[src/rtl/game_sequencer_if.sv]
// Handshake bundle between game_sequencer and its neighbours: button/collision
// inputs toward the sequencer, registered command pulses back out.
interface game_sequencer_if;
  logic       frame_tick;
  logic       shoot;
  logic       left;
  logic       right;
  logic       player_collision;
  logic       invader_collision;
  logic       bullet_done;
  logic [1:0] lives;
  logic [5:0] invaders_left;
  logic [2:0] state;
  logic       move_left;
  logic       move_right;
  logic       fire;
  logic       bullet_active;
  logic       invader_step;
  logic       clear_field;

  modport master (
    output frame_tick, shoot, left, right, player_collision, invader_collision,
           bullet_done, lives, invaders_left,
    input  state, move_left, move_right, fire, bullet_active, invader_step, clear_field
  );

  modport slave (
    input  frame_tick, shoot, left, right, player_collision, invader_collision,
           bullet_done, lives, invaders_left,
    output state, move_left, move_right, fire, bullet_active, invader_step, clear_field
  );
endinterface

[src/rtl/game_sequencer.sv]
// Game-flow FSM: turns buttons and frame ticks into one-cycle move/fire/step
// commands, and owns the single player bullet and the invader step cadence.
module game_sequencer #(
  parameter int RESPAWN_FRAMES = 120,
  parameter int STEP_START     = 32,
  parameter int STEP_MIN       = 4
) (
  input logic              clk,
  input logic              arst,
  game_sequencer_if.slave  sq
);
  localparam int MAXC = (RESPAWN_FRAMES > STEP_START) ? RESPAWN_FRAMES : STEP_START;
  localparam int CW   = $clog2(MAXC + 1);
  localparam logic [CW-1:0] RESP_LD   = CW'(RESPAWN_FRAMES);
  localparam logic [CW-1:0] STEP_LD   = CW'(STEP_START);
  localparam logic [CW-1:0] STEP_FLR  = CW'(STEP_MIN);

  typedef enum logic [2:0] {
    IDLE       = 3'd0,
    PLAY       = 3'd1,
    RESPAWN    = 3'd2,
    WAVE_CLEAR = 3'd3,
    OVER       = 3'd4
  } st_t;

  st_t           st;
  logic          shoot_q;
  logic [CW-1:0] step_cnt, period, resp_cnt;
  logic          move_left_q, move_right_q, fire_q, bullet_q, step_q, clear_q;
  logic          rise;

  assign rise = sq.shoot & ~shoot_q;

  always_ff @(posedge clk or negedge arst) begin
    if (!arst) begin
      st           <= IDLE;
      shoot_q      <= 1'b0;
      step_cnt     <= '0;
      resp_cnt     <= '0;
      period       <= STEP_LD;
      move_left_q  <= 1'b0;
      move_right_q <= 1'b0;
      fire_q       <= 1'b0;
      bullet_q     <= 1'b0;
      step_q       <= 1'b0;
      clear_q      <= 1'b0;
    end else begin
      shoot_q      <= sq.shoot;
      move_left_q  <= 1'b0;
      move_right_q <= 1'b0;
      fire_q       <= 1'b0;
      step_q       <= 1'b0;
      clear_q      <= 1'b0;
      case (st)
        IDLE: if (rise) begin
          clear_q  <= 1'b1;
          period   <= STEP_LD;
          step_cnt <= STEP_LD;
          st       <= PLAY;
        end
        PLAY: begin
          if (sq.player_collision) begin
            bullet_q <= 1'b0;
            if (sq.lives <= 2'd1) st <= OVER;
            else begin
              resp_cnt <= RESP_LD;
              st       <= RESPAWN;
            end
          end else if (sq.invaders_left == '0) begin
            bullet_q <= 1'b0;
            resp_cnt <= RESP_LD;
            st       <= WAVE_CLEAR;
          end else begin
            if (sq.frame_tick) begin
              move_left_q  <= sq.left & ~sq.right;
              move_right_q <= sq.right & ~sq.left;
              if (step_cnt <= 1) begin
                step_q   <= 1'b1;
                step_cnt <= period;
              end else step_cnt <= step_cnt - 1'b1;
            end
            // A rise while the bullet is still flying is dropped, not queued.
            if (sq.bullet_done || sq.invader_collision) bullet_q <= 1'b0;
            if (rise && !bullet_q) begin
              fire_q   <= 1'b1;
              bullet_q <= 1'b1;
            end
            // Only the period speeds up; the running count finishes as loaded.
            if (sq.invader_collision)
              period <= (period > STEP_FLR) ? period - 1'b1 : STEP_FLR;
          end
        end
        RESPAWN, WAVE_CLEAR: begin
          if (resp_cnt == '0) begin
            st <= PLAY;
            if (st == WAVE_CLEAR) begin
              clear_q  <= 1'b1;
              period   <= STEP_LD;
              step_cnt <= STEP_LD;
            end
          end else if (sq.frame_tick) resp_cnt <= resp_cnt - 1'b1;
        end
        OVER: if (rise) st <= IDLE;
        default: st <= IDLE;
      endcase
    end
  end

  assign sq.state         = st;
  assign sq.move_left     = move_left_q;
  assign sq.move_right    = move_right_q;
  assign sq.fire          = fire_q;
  assign sq.bullet_active = bullet_q;
  assign sq.invader_step  = step_q;
  assign sq.clear_field   = clear_q;
endmodule

[src/flat_wrapper.sv]
// flat-port wrapper written by rule: the top's interface ports become plain ports
module game_sequencer_flat 
#(
  parameter int RESPAWN_FRAMES = 120,
  parameter int STEP_START     = 32,
  parameter int STEP_MIN       = 4
)
  (clk, arst, sq_frame_tick, sq_shoot, sq_left, sq_right, sq_player_collision, sq_invader_collision, sq_bullet_done, sq_lives, sq_invaders_left, sq_state, sq_move_left, sq_move_right, sq_fire, sq_bullet_active, sq_invader_step, sq_clear_field);
  game_sequencer_if sq_i ();
  input logic clk;
  input logic arst;
  input wire logic [$bits(sq_i.frame_tick)-1:0] sq_frame_tick;
  input wire logic [$bits(sq_i.shoot)-1:0] sq_shoot;
  input wire logic [$bits(sq_i.left)-1:0] sq_left;
  input wire logic [$bits(sq_i.right)-1:0] sq_right;
  input wire logic [$bits(sq_i.player_collision)-1:0] sq_player_collision;
  input wire logic [$bits(sq_i.invader_collision)-1:0] sq_invader_collision;
  input wire logic [$bits(sq_i.bullet_done)-1:0] sq_bullet_done;
  input wire logic [$bits(sq_i.lives)-1:0] sq_lives;
  input wire logic [$bits(sq_i.invaders_left)-1:0] sq_invaders_left;
  output wire logic [$bits(sq_i.state)-1:0] sq_state;
  output wire logic [$bits(sq_i.move_left)-1:0] sq_move_left;
  output wire logic [$bits(sq_i.move_right)-1:0] sq_move_right;
  output wire logic [$bits(sq_i.fire)-1:0] sq_fire;
  output wire logic [$bits(sq_i.bullet_active)-1:0] sq_bullet_active;
  output wire logic [$bits(sq_i.invader_step)-1:0] sq_invader_step;
  output wire logic [$bits(sq_i.clear_field)-1:0] sq_clear_field;
  assign sq_i.frame_tick = sq_frame_tick;
  assign sq_i.shoot = sq_shoot;
  assign sq_i.left = sq_left;
  assign sq_i.right = sq_right;
  assign sq_i.player_collision = sq_player_collision;
  assign sq_i.invader_collision = sq_invader_collision;
  assign sq_i.bullet_done = sq_bullet_done;
  assign sq_i.lives = sq_lives;
  assign sq_i.invaders_left = sq_invaders_left;
  assign sq_state = sq_i.state;
  assign sq_move_left = sq_i.move_left;
  assign sq_move_right = sq_i.move_right;
  assign sq_fire = sq_i.fire;
  assign sq_bullet_active = sq_i.bullet_active;
  assign sq_invader_step = sq_i.invader_step;
  assign sq_clear_field = sq_i.clear_field;
  game_sequencer #(.RESPAWN_FRAMES(RESPAWN_FRAMES), .STEP_START(STEP_START), .STEP_MIN(STEP_MIN)) u_core (.clk(clk), .arst(arst), .sq(sq_i));
endmodule
[config.mk]
export PLATFORM = sky130hd
export DESIGN_NAME = game_sequencer_flat
export DESIGN_NICKNAME = d
export VERILOG_FILES = /design/src/rtl/game_sequencer_if.sv /design/src/rtl/game_sequencer.sv /design/src/flat_wrapper.sv
export SDC_FILE = /design/constraint.sdc
export NUM_CORES = 1
export LEC_CHECK = 0
export ABC_AREA = 1
export BUFFER_PORTS_ARGS = -buffer_cell sky130_fd_sc_hd__buf_2
export CORE_ASPECT_RATIO = 0.75
export CORE_MARGIN = 8
export CORE_UTILIZATION = 30
export CTS_CLUSTER_DIAMETER = 80
export DETAILED_ROUTE_END_ITERATION = 10
export GPL_TIMING_DRIVEN = 0
export HOLD_SLACK_MARGIN = 0.08
export PLACE_DENSITY = 0.44
export SLEW_MARGIN = 20
export SYNTH_ARGS = -nofsm -noshare
export SYNTH_HDL_FRONTEND = slang
export SYNTH_SLANG_ARGS = --single-unit
[constraint.sdc]
create_clock -name clk -period 2.6 [get_ports clk]
set_clock_uncertainty 0.15 [all_clocks]
set_input_delay 0.78 -clock clk [delete_from_list [all_inputs] [get_ports clk]]
set_output_delay 0.78 -clock clk [all_outputs]
set_load 0.1 [all_outputs]
Word level (Yosys, flattened, before mapping)
Cells that the tools add are included.
{ "totals": {"register_bits": 31, "in_bits": 17, "out_inout_bits": 9, "elab_cells": 105} }
{ "classes": {"addsub": 3, "magnitude_cmp": 3, "eq_ne": 16, "muxes": 51, "bitwise": 6, "n_reduce_logical": 15} }
{ "op_table": {"columns": ["op", "n"], "rows": [
  ["2-to-1 mux 7 bit", 16],
  ["one-hot mux 7 bit (3 select lines)", 2],
  ["2-to-1 mux 1 bit", 24],
  ["subtractor 7 x 1 -> 7 bit, second input constant", 3],
  ["2-to-1 mux 3 bit", 6],
  ["one-hot mux 7 bit (2 select lines)", 1],
  ["AND reduction 7 bit", 2],
  ["!= test 2 bit, second input constant", 6],
  ["one-hot mux 3 bit (4 select lines)", 1],
  ["!= test 2 x 1 -> 1 bit, second input constant", 4],
  ["greater-than comparator 7 x 3 -> 1 bit, second input constant", 1],
  ["<= comparator 7 x 1 -> 1 bit, second input constant", 1],
  ["logical NOT 7 bit", 1],
  ["== test 3 x 2 -> 1 bit, second input constant", 2],
  ["logical NOT 6 bit", 1],
  ["AND reduction 5 bit", 1],
  ["AND reduction 4 bit", 1],
  ["nonzero test 4 bit", 1],
  ["bitwise AND 1 bit", 3],
  ["== test 3 x 1 -> 1 bit, second input constant", 1],
  ["== test 3 bit, second input constant", 1],
  ["logical NOT 3 bit", 1],
  ["!= test 3 x 2 -> 1 bit, second input constant", 1],
  ["!= test 3 bit, second input constant", 1],
  ["other kinds (10)", 12]
]} }

Longest topological paths before layout
{ "logic_depth": {"depth_word": 7, "mapped_depth": 10, "ltp_nobuf": 10} }

Least setup slack after synthesis
Ideal clock, no wire load.
{ "synth_path": {"kind": "register to register", "from": "reg u_core.st[2] (netlist: u_core.sq.state[2])", "to": "reg u_core.resp_cnt[4]", "setup_time_ps": 117, "t_arrival_ps": 1896, "required_time_ps": 2333, "path_slack_ps": 438, "path_stages_with_launch": 10, "path_buffers": 0, "synth_period_minus_slack_ps": 2162, "path_cell_list": "dfrtp_1 > inv_2 > nand3_4 > clkinv_4 > nand2_2 > nor2_4 > nor2_4 > nand2_4 > nand2_1 > nand2_1"} }
{ "synth_via": {"elab_chain_cells": 4, "elab_cells_between_ends": 11, "classes_between": "7 x eq/ne; 1 x mux; 3 x reduce/logical"} }
{ "synth_rtl": {"columns": ["element", "line_no", "rtl"], "rows": [
  ["start, declared", "game_sequencer.sv:26", "st_t st;"],
  ["start signal, assigned", "game_sequencer.sv:36", "st <= IDLE;"],
  ["start signal, assigned", "game_sequencer.sv:59", "st <= PLAY;"],
  ["start signal, assigned", "game_sequencer.sv:64", "if (sq.lives <= 2'd1) st <= OVER;"],
  ["== test 3 x 2 -> 1 bit", "game_sequencer.sv:54", "case (st)"],
  ["OR reduction 2 bit", "game_sequencer.sv:54", null],
  ["!= test 2 bit (no line) / nonzero test 2 bit (equally long branches)", null, null],
  ["AND reduction 5 bit (no line)", null, null],
  ["end signal, assigned", "game_sequencer.sv:101", "end else if (sq.frame_tick) resp_cnt <= resp_cnt - 1'b1;"],
  ["end, declared", "game_sequencer.sv:28", "logic [CW-1:0] step_cnt, period, resp_cnt;"]
]} }
Parallel ways exist; a longest one is shown, timed or not.
A chain may end at the register's enable or synchronous reset.

Final worst setup path
{ "layout_path": {"from": "reg u_core.st[0] (netlist: u_core.sq.state[0])", "to": "out sq_state[0]"} }
{ "layout_lines": {"columns": ["element", "line_no", "rtl"], "rows": [
  ["end, declared", "flat_wrapper.sv:21", "output wire logic [$bits(sq_i.state)-1:0] sq_state;"]
]} }
No word-level cell between the ends.

==> impl_metrics.yaml <==
grt:
  grt_antenna_before_repair: 0
  grt.total_usage_pct: 11.2
  grt_pass1_wl_um: 8850
  grt_pass1_vias: 1758
  grt_max_degree: 32
  grt_overflow_total: 0
clock_network:
  clock_path_buffers: 2
  htree_levels: 2
  cts_resized: 0
  clk_pin_slew_ps: 70
  cts.sinks: 31
  cts_setup_buffers: 0
  clk_latency_ps: 290
  cts_buffers: 5
  cts_hold_buf: 0
  cts_tree: "yes"
  cts_root_buffer: "clkbuf_8"
timing:
  setup_viol: 0
  tightestPinTransition_ps: 757
  fmax_ghz: 0.443
  relSlewSlack_pct: 49.5
  tns_ps: 0
  post-route-period-util_pct: 86.9
  rsz0062_at_grt: "no"
  finalHoldViolations: 0
  finalCriticalPeriod_ps: 2260
  slew_viol_final: 0
placement:
  gp_congestion: 0.786
  hpwl_um: 3940
  port-buffer-count: 24
  dp.cells: 400
final_layout:
  drive_gt1_share_pct: 17.0
  area_delta_synth_final_pct: 15.2
  nets: 345
  instances_no_fill: 407
  nFillCells: 740
  num_antenna_cells: 0
drt:
  wl_um: 5270
  via_per_inst: 4.78
  drc: 0
  num_vias: 1946
  ant_nets: 0
  dr.pass1.iters: 4
  drt_iter0_markers: 72
  routedWlPerCell_um: 12.9
die:
  design.portCount: 26
  core_region_area_um2: 6730
  die_height_um: 87.7
  die_w_um: 112
  dieArea_um2: 9790
  rows: 26
  start_util_pct: 30.5
logic_synthesis:
  syn_nets: 314
  synth_largest_area_cell: "dfrtp_1"
  avgSynthCellArea_um2: 7.04
  ys_ff_latch: 31
  synth.distinct_cells: 33
  ys_top_cells_by_area: "dfrtp_1, nand2_1, nand3_1, nor2_1, inv_1"
  yosys_warnings: 0
  netlist_area_um2: 2060
  synth_cells: 292
  synth_top_area_share_pct: 36.5
  seq_area_frac_synth_pct: 37.8
run_status:
  status: "complete, no violations"
power:
  power.density_nw_per_um2: 1350
  ir_worst_vdd_uv: 420
  cellLeakagePower_nw: 1.27
setup_path:
  worstPathMaxFanout: 8
  startpoint_type: "flip-flop"
  critPathMaxStageDelay_ps: 540
  path_delay_family: "flip-flops"
  path_cells: "buf_2"
  critPathKind: "reg2out"
  crit_buf_inv: 1
  worst_path_max_delay_cell: "dfrtp_1"
  cp.required_ps: 1670
  setup.worst_path.end_class: "primary output"
  critical_path_arrival_ps: 1330
min_path:
  hold_path.class: "reg2reg"
run:
  maxCapViolations: 0
per-layer routing:
metal	up-vias	global-route usage (%)	wire length, um
met2	34	16.1	2100
li1	1007	-	-
met1	900	15.6	2840
met3	5	3.17	266
met5	-	0	0
met4	0	3.71	56
state kept, by name, summed over array words and instances (netlist names):
register                 cells
u_core.shoot_q               1
u_core.sq.state              3
u_core.sq.clear_field        1
u_core.sq.move_left          1
u_core.sq.move_right         1
u_core.sq.invader_step       1
u_core.period                7
u_core.step_cnt              7
u_core.sq.fire               1
u_core.resp_cnt              7
u_core.sq.bullet_active      1
synthesized netlist by cell type, drive strengths merged:
master and number:
o21ai 3, dfrtp 30, nand2 99, nand3b 1
o211ai 2, dfstp 1, nand4 14, nand3 36
o32ai 1, o22ai 1, ha 5, buf 1
o21bai 3, or2 2, a31oi 1, inv 35
o31ai 1, xor2 2, o2111ai 1, nor2 44
xnor2 2, a21oi 3, nor3 3, clkinv 1
cell type report:
class	instances	area [um2]	share of cell area (%)
well taps	84	105	4.44
clock inverters	1	5.00	0.211
plain buffers	1	5.00	0.211
repair buffers	24	120	5.07
multi-input cells	224	1130	47.9
inverters	36	140	5.91
clock buffers	6	82.6	3.48
flip-flops and latches	31	777	32.8
power breakdown:
part,switching (W),internal (W)
Clock,0.000191,0.000208
Sequential,0.000212,0.000666
Combinational,0.00129,0.000621
cell families after synthesis:
kind of cell	Yosys count	share of synthesized area, %
and+or+nand+nor	199	45.3
buffers and inverters	37	7.06
DFF	31	37.8
AOI/OAI and AO/OA	16	5.11
adders and majority gates	5	3.04
xor gates and xnor gates	4	1.70
metrics by stage:
step                total power, W  hold slack [ps]  worst slack [ps]  instance area, um2  util [%]
floorplan                  0.00238              301               438                2060         -
global placement           0.00281              315               407                2280      33.9
detailed placement         0.00280              321               409                2280      33.9
CTS                        0.00322              332               320                2370      35.2
global route               0.00353              343               289                2370      35.2
finish                     0.00319              329               341                2370      35.2
placed cells by master (no fill, tap or decap), drive strengths merged, types with 5 or more instances in the layout:
master  count
ha          5
dfrtp      30
nand4      14
inv        35
clkbuf      6
nand3      36
buf        25
nor2       44
nand2      99
worst paths after layout:
kind                                    start                     end  slack [ps]  depth (start not counted)
max reg2reg                u_core.resp_cnt[0]      u_core.step_cnt[0]         750                          9
max                        u_core.sq.state[0]             sq_state[0]         340                          1
min reg2reg                    u_core.shoot_q   u_core.sq.clear_field         330                          1
min                            u_core.shoot_q   u_core.sq.clear_field         330                          1
min in group asynchronous                arst      u_core.resp_cnt[5]         410                          1
max in group asynchronous                arst  u_core.sq.invader_step        1410                          1
Power figures use the tool's default switching activity.
